### src/rtl/dmem_arbiter.sv
`default_nettype none
// ============================================================================
// Module   : dmem_arbiter
// Brief    : Two-master arbiter for a single-port data memory with starvation
//            limit and bounded locked bursts for the secondary master.
// Revision : 1.0
// ============================================================================
module dmem_arbiter #(
  parameter int MAX_BURST    = 4,
  parameter int STARVE_LIMIT = 8
) (
  input  logic        clk,
  input  logic        rst_n,
  input  logic        m0_req,
  input  logic        m0_we,
  input  logic [31:0] m0_addr,
  input  logic [31:0] m0_wdata,
  output logic        m0_gnt,
  output logic        m0_rvalid,
  output logic [31:0] m0_rdata,
  input  logic        m1_req,
  input  logic        m1_we,
  input  logic [31:0] m1_addr,
  input  logic [31:0] m1_wdata,
  input  logic        m1_lock,
  output logic        m1_gnt,
  output logic        m1_rvalid,
  output logic [31:0] m1_rdata,
  output logic        mem_read,
  output logic        mem_write,
  output logic [31:0] mem_addr,
  output logic [31:0] mem_wdata,
  input  logic [31:0] mem_rdata
);

  localparam int c_WAIT_W  = $clog2(STARVE_LIMIT + 1);
  localparam int c_BURST_W = $clog2(MAX_BURST + 1);
  localparam logic [c_WAIT_W-1:0]  c_STARVE_MAX = c_WAIT_W'(STARVE_LIMIT);
  localparam logic [c_BURST_W-1:0] c_BURST_MAX  = c_BURST_W'(MAX_BURST);

  typedef enum logic [1:0] {
    ST_IDLE = 2'd0,
    ST_OWN0 = 2'd1,
    ST_OWN1 = 2'd2
  } state_t;

  state_t                r_state, w_state_nxt;
  logic [c_WAIT_W-1:0]   r_wait_cnt, w_wait_nxt;
  logic [c_BURST_W-1:0]  r_burst_cnt, w_burst_nxt;
  logic                  w_gnt0, w_gnt1, w_m1_wins;

  always_comb begin
    w_m1_wins   = ((r_state == ST_OWN1) && m1_lock && (r_burst_cnt < c_BURST_MAX)) ||
                  (r_wait_cnt == c_STARVE_MAX);
    w_gnt0      = 1'b0;
    w_gnt1      = 1'b0;
    w_state_nxt = ST_IDLE;
    w_wait_nxt  = '0;
    w_burst_nxt = '0;

    // Grants are gated by reset so nothing reaches memory while rst_n is low.
    if (rst_n) begin
      if (m0_req && m1_req) begin
        w_gnt1 = w_m1_wins;
        w_gnt0 = !w_m1_wins;
      end else begin
        w_gnt0 = m0_req;
        w_gnt1 = m1_req;
      end
    end

    if (w_gnt0)      w_state_nxt = ST_OWN0;
    else if (w_gnt1) w_state_nxt = ST_OWN1;

    if (m1_req && !w_gnt1)
      w_wait_nxt = (r_wait_cnt < c_STARVE_MAX) ? r_wait_cnt + 1'b1 : r_wait_cnt;

    // Burst count only survives while m1 keeps a locked ownership going.
    if (w_gnt1 && m1_lock) begin
      if (m0_req && (r_burst_cnt < c_BURST_MAX)) w_burst_nxt = r_burst_cnt + 1'b1;
      else                                       w_burst_nxt = r_burst_cnt;
    end
  end

  always_comb begin
    m0_gnt    = w_gnt0;
    m1_gnt    = w_gnt1;
    mem_read  = (w_gnt0 && !m0_we) || (w_gnt1 && !m1_we);
    mem_write = (w_gnt0 && m0_we)  || (w_gnt1 && m1_we);
    mem_addr  = '0;
    mem_wdata = '0;
    if (w_gnt0) begin
      mem_addr  = m0_addr;
      mem_wdata = m0_wdata;
    end else if (w_gnt1) begin
      mem_addr  = m1_addr;
      mem_wdata = m1_wdata;
    end
  end

  always_ff @(posedge clk or negedge rst_n) begin
    if (!rst_n) begin
      r_state     <= ST_IDLE;
      r_wait_cnt  <= '0;
      r_burst_cnt <= '0;
    end else begin
      r_state     <= w_state_nxt;
      r_wait_cnt  <= w_wait_nxt;
      r_burst_cnt <= w_burst_nxt;
    end
  end

  always_ff @(posedge clk or negedge rst_n) begin
    if (!rst_n) begin
      m0_rvalid <= 1'b0;
      m1_rvalid <= 1'b0;
      m0_rdata  <= '0;
      m1_rdata  <= '0;
    end else begin
      m0_rvalid <= w_gnt0 && !m0_we;
      m1_rvalid <= w_gnt1 && !m1_we;
      if (w_gnt0 && !m0_we) m0_rdata <= mem_rdata;
      if (w_gnt1 && !m1_we) m1_rdata <= mem_rdata;
    end
  end

endmodule
`default_nettype wire

### config.mk
export PLATFORM = sky130hd
export DESIGN_NAME = dmem_arbiter
export DESIGN_NICKNAME = d
export VERILOG_FILES = /design/src/rtl/dmem_arbiter.sv
export SDC_FILE = /design/constraint.sdc
export NUM_CORES = 1
export LEC_CHECK = 0
export ABC_AREA = 1
export ABC_CLOCK_PERIOD_IN_PS = 1430
export BUFFER_PORTS_ARGS = -buffer_cell sky130_fd_sc_hd__clkbuf_2
export CELL_PAD_IN_SITES_DETAIL_PLACEMENT = 1
export CELL_PAD_IN_SITES_GLOBAL_PLACEMENT = 1
export CORE_MARGIN = 2
export CORE_UTILIZATION = 24
export CTS_BUF_LIST = sky130_fd_sc_hd__clkbuf_2 sky130_fd_sc_hd__clkbuf_4 sky130_fd_sc_hd__clkbuf_8
export DETAILED_ROUTE_END_ITERATION = 7
export GPL_TIMING_DRIVEN = 0
export PLACE_DENSITY_LB_ADDON = 0.15
export SYNTH_ARGS = -nofsm -noshare
export SYNTH_HDL_FRONTEND = slang
export SYNTH_SLANG_ARGS = --single-unit
### constraint.sdc
create_clock -name clk -period 1.43 [get_ports clk]
set_input_delay 0.2145 -clock clk [delete_from_list [all_inputs] [get_ports clk]]
set_output_delay 0.2145 -clock clk [all_outputs]
set_load 0.005 [all_outputs]
Word-level counts from Yosys, hierarchy flattened
Index checks and enable logic that the tools add are counted.
{"block": "totals", "out_inout_bits": 134, "wordCells": 46, "inputBits": 167, "regBits": 75}
{"block": "classes", "reduce_logical": 17, "n_mux": 14, "eq_ne": 4, "order_cmp": 2, "n_addsub": 2}
{"op": "32-bit 2-to-1 mux", "count": 4}
{"op": "1-bit logical AND", "count": 10}
{"op": "4-bit 2-to-1 mux", "count": 2}
{"op": "3-bit 2-to-1 mux", "count": 2}
{"op": "4-bit by 1-bit adder with 4-bit output (second input constant)", "count": 1}
{"op": "4-bit equality test (second input constant)", "count": 1}
{"op": "1-bit logical NOT", "count": 4}
{"op": "4-bit less-than comparator (second input constant)", "count": 1}
{"op": "1-bit 2-to-1 mux", "count": 4}
{"op": "2-bit 2-to-1 mux", "count": 2}
{"op": "2-bit by 1-bit inequality test with 1-bit output (second input constant)", "count": 2}
{"op": "3-bit by 1-bit adder with 3-bit output (second input constant)", "count": 1}
{"op": "1-bit logical OR", "count": 3}
{"op": "3-bit less-than comparator (second input constant)", "count": 1}
{"op": "2-bit equality test (second input constant)", "count": 1}

Longest topological paths before layout
{"block": "logic_depth", "depth_word": 9, "depth_mapped": 10, "depth_no_buf": 8}

Worst setup path before layout
No wires, ideal clock.
{"block": "synth_path", "kind": "flip-flop to output port", "start": "reg r_wait_cnt[0]", "end": "out mem_addr[0]", "n_path_buf": 2, "t_required_ps": 1216, "slack_ps": -99, "arrival_time_ps": 1314, "stages_incl_launch_ff": 10, "cell_sequence": "dfrtp_1 -> inv_1 -> ha_1 -> nand3_1 -> nand3_2 -> nand2_4 -> buf_6 -> buf_6 -> nand3_1 -> nand2_1"}
{"block": "synth_between", "elab_chain_len": 6, "elab_cells_between_ends": 9, "cone_classes": "1 x eq/ne; 6 x mux; 2 x reduce/logical"}
{"item": "start, declared", "line_no": "48", "rtl": "logic [c_WAIT_W-1:0] r_wait_cnt, w_wait_nxt;"}
{"item": "start signal, assigned", "line_no": "108", "rtl": "r_wait_cnt <= w_wait_nxt;"}
{"item": "4-bit equality test (*)", "line_no": "54", "rtl": "(r_wait_cnt == c_STARVE_MAX);"}
{"item": "1-bit logical OR (*)", "line_no": "53", "rtl": "w_m1_wins = ((r_state == ST_OWN1) && m1_lock && (r_burst_cnt < c_BURST_MAX)) ||"}
{"item": "1-bit 2-to-1 mux or 1-bit logical NOT (tied branches)", "line_no": "63, 65"}
{"item": "1-bit 2-to-1 mux, on equally long branches", "line_no": "62, 63"}
{"item": "32-bit 2-to-1 mux or 1-bit 2-to-1 mux (tied branches)", "line_no": "95, 62"}
{"item": "32-bit 2-to-1 mux (*)", "line_no": "92", "rtl": "if (w_gnt0) begin"}
{"item": "end, declared", "line_no": "31", "rtl": "output logic [31:0] mem_addr,"}
Mark *: on every way between the ends. The rest lies on a longest branch, timed or not.

Worst setup path after layout
{"block": "layout_path", "start": "reg r_wait_cnt[0]", "end": "out mem_wdata[11]"}
{"block": "layout_between", "elab_chain_len": 6, "elab_cells_between_ends": 9, "cone_classes": "1 x eq/ne; 6 x mux; 2 x reduce/logical"}
{"item": "4-bit equality test (*)", "line_no": "54"}
{"item": "1-bit logical OR (*)", "line_no": "53"}
{"item": "1-bit 2-to-1 mux or 1-bit logical NOT (tied branches)", "line_no": "63, 65"}
{"item": "1-bit 2-to-1 mux, on equally long branches", "line_no": "62, 63"}
{"item": "32-bit 2-to-1 mux or 1-bit 2-to-1 mux (tied branches)", "line_no": "95, 62"}
{"item": "32-bit 2-to-1 mux (*)", "line_no": "92"}
{"item": "end, declared", "line_no": "32", "rtl": "output logic [31:0] mem_wdata,"}
Marks and branches as above.

==> flow_metrics.tcl <==
set metrics [dict create \
    outcome "finished with violations" \
    violations "negative hold slack, negative setup slack" \
    cp_slowest_cell "dfrtp_1" \
    max-slew-margin-rel_pct 63.0 \
    clk_pin_slew_ns 0.08 \
    ys_seq_area_share_pct 46.7 \
    place_inst 1078 \
    syn-cell-area_mm2 0.00402 \
    worstHoldPathType "primary input to asynchronous set/reset pin" \
    end_kind "output pin" \
    power_mw 6.98 \
    hpwlAfterDp_um 14500 \
    whs_ns -0.144 \
    synthXorXnorAreaFrac_pct 0.218 \
    grt_pass1_vias 5220 \
    finalWirelength_um 19300 \
    synth_compound_area_share_pct 0.747 \
    ff2ff_setup_slack_ns -0.31 \
    ctsHoldBuffers 3 \
    path_cells "inv_2 -> ha_2 -> nand3_2 -> nand3_4 -> nand2_4 -> inv_6 -> clkbuf_16 -> buf_16 -> nand2_2 -> nand2_1 -> clkbuf_2" \
    vias 5135 \
    crit_required_ns 1.22 \
    final.setup.worst_slack_ns -0.661 \
    finalCritPeriodShare_pct 146 \
    drc 0 \
    yosys.area_share.adder_pct 0.933 \
    post-route-min-period_ns 2.09 \
    pin_count 301 \
    max_stage_delay_ns 0.39 \
    muxShareOfSynthArea_pct 0 \
    arrival_ns 1.88 \
    utilization_pct 44.8 \
    fill_cells 2108 \
    fmax_mhz 478 \
    cts_max_level 3 \
    cap_violations 0 \
    overflow 0 \
    gp_congestion 0.821 \
    die_width_um 133 \
    worstReg2RegStart "r_wait_cnt[0]$_DFFE_PN0P_" \
    grt_max_degree 50 \
    clock_sinks 75 \
    critPathKind "flop to output pin" \
    drive_gt1_share_pct 56.2 \
    syn-num-nets 727 \
    slew_viol_final 0 \
    powerDensity_mw_per_mm2 948 \
    syn_to_final_growth_pct 83.3 \
    fp-row-count 47 \
    clock_path_buffers 2 \
    crit_path_start_kind "flop" \
    ys_types 21 \
    clk_latency_ns 0.35 \
    clockRootBuffer "clkbuf_8" \
    core-area_mm2 0.0165 \
    numCtsBuffers 9 \
    antenna_found_initial 0 \
    viasPerCell 4.54 \
    cts_tree "yes" \
    drtIter0Drc 121 \
    wl_per_cell_um 17.1 \
    ant_nets 0 \
    skew_ns 0.00872 \
    synth_top_family_by_area "simple AND/OR/NAND/NOR gates" \
    p_leak_nw 4.28 \
    n_antenna_cell 0 \
    die_y_um 133 \
    setup_viol 137 \
    stdcell_count 1130 \
    synth-seq-cells 75 \
    start_util_pct 24.4 \
    synth_cells 557 \
    cp_max_fo 5 \
    grt_pass1_wl_um 28500 \
    reg2reg_to "m0_rdata[21]$_DFFE_PN0P_" \
    multi_input_comb_area_mm2 0.00231 \
    yosys_warnings 0 \
    seqCellArea_mm2 0.00188 \
    avgSynthCellArea_um2 7.22 \
    hold_viol_final 40 \
    r2r_cells 12 \
    nNetsFinal 1076 \
    synthSimpleGateAreaFrac_pct 43.8 \
    fin_tns_setup_ns -56.94 \
    drt-pass1-iter-count 4 \
    grt_usage_pct 20.3 \
    port_buffers 300 \
    ir_worst_vdd_v 0.000538 \
    die_area_mm2 0.0178 \
    tightest_slew_ns 0.555 \
    rsz0062_at_grt "true" \
]
-- per-stage QoR --
| stage | setup slack, ns | cell area, um2 |
|---|---|---|
| 3_5_place_dp | -1.51 | 5860 |
| 4_1_cts | -0.668 | 6650 |
| 6_report | -0.661 | 7370 |
| 2_1_floorplan | -0.0523 | 4060 |
| 3_3_place_gp | -2.33 | 5840 |
| 5_1_grt | -0.749 | 7370 |
-- registers in the layout, indices dropped and copies added, names as in the netlist --
register	cells
m1_rdata	32
m1_rvalid	1
r_state	2
m0_rvalid	1
m0_rdata	32
r_burst_cnt	3
r_wait_cnt	4
-- cells in the final DEF (no fill, tap or decap), types with 3 or more instances in the layout --
cell / instances
nand3_1: 61
nand2_2: 81
nand2_4: 27
clkbuf_16: 7
dfrtp_1: 75
bufinv_16: 3
nand3_2: 7
clkbuf_2: 257
a21oi_1: 5
buf_2: 38
buf_12: 8
nand3_4: 3
nand4_1: 32
inv_1: 8
buf_6: 20
buf_4: 14
nand2_1: 200
clkbuf_8: 11
clkbuf_1: 9
clkinv_1: 3
buf_8: 20
buf_16: 3
-- power by group --
group	switching (mW)	leakage, nW	total [mW]	internal (mW)
logic	1.11	3.21	2.22	1.11
registers	0.249	0.949	2.72	2.48
clock network	0.821	0.123	2.04	1.22
total	2.18	4.28	6.98	4.81
-- synthesized netlist by cell type (all sizes together) --
master  number  area, um2
a21oi        5       25.0
buf         31        211
clkbuf       9       33.8
clkinv       3       11.3
dfrtp       75       1880
ha           3       37.5
inv         13       48.8
nand2      309       1170
nand3       71        378
nand4       32        200
nor2         4       15.0
o21ai        1       5.00
xor2         1       8.76
-- metal layers --
| layer | GRT usage (%) | up-vias | part of all wire [%] |
|---|---|---|---|
| li1 | - | 2473 | - |
| met1 | 22.6 | 2463 | 39 |
| met2 | 38.1 | 180 | 53 |
| met3 | 5.25 | 19 | 6.2 |
| met4 | 5.67 | 0 | 2.0 |
| met5 | 0 | - | 0 |
-- worst max path at each step --
| stage | startpoint | endpoint | slack (ns) |
|---|---|---|---|
| 2_1_floorplan | r_wait_cnt[0]$_DFFE_PN0P_ | mem_addr[0] | -0.05 |
| 3_3_place_gp | rst_n | mem_wdata[26] | -2.33 |
| 3_5_place_dp | rst_n | mem_wdata[26] | -1.51 |
| 4_1_cts | r_wait_cnt[1]$_DFFE_PN0P_ | mem_wdata[26] | -0.67 |
| 5_1_grt | r_wait_cnt[0]$_DFFE_PN0P_ | mem_wdata[22] | -0.75 |
| 6_report | r_wait_cnt[0]$_DFFE_PN0P_ | mem_wdata[11] | -0.66 |
-- area by class of cell --
class,count,share of cell area [%]
repair buffers,340,29.8
inverters,16,1.09
multi-input cells,426,31.4
plain buffers,38,5.23
clock buffers,11,1.97
flip-flops and latches,75,25.5
well taps,220,3.73
clock inverters,4,1.34
-- timing repair --
action / CTS / global route
gates cloned: 4 / 7
hold endpoints to repair: 35 / 40
pin swaps: 2 / 16
gates resized for setup: 73 / 203
buffers inserted: 18 / 11
endpoints found under the setup margin: 142 / 140
-- cell families after synthesis --
family / Yosys count
buffers and inverters: 56
adder cells (fa/ha/maj): 3
XOR/XNOR: 1
AO/OA/AOI/OAI: 6
flip-flops: 75
AND/OR/NAND/NOR: 416
-- worst max-delay path: cells and delay by family, from the launching register on --
kind | cells | cell delay (ns)
buffers and inverters | 5 | 0.56
flip-flops | 1 | 0.39
AND/OR/NAND/NOR | 5 | 0.40
adder cells (fa/ha/maj) | 1 | 0.17
No activity file was read; power rests on OpenSTA's default activity.
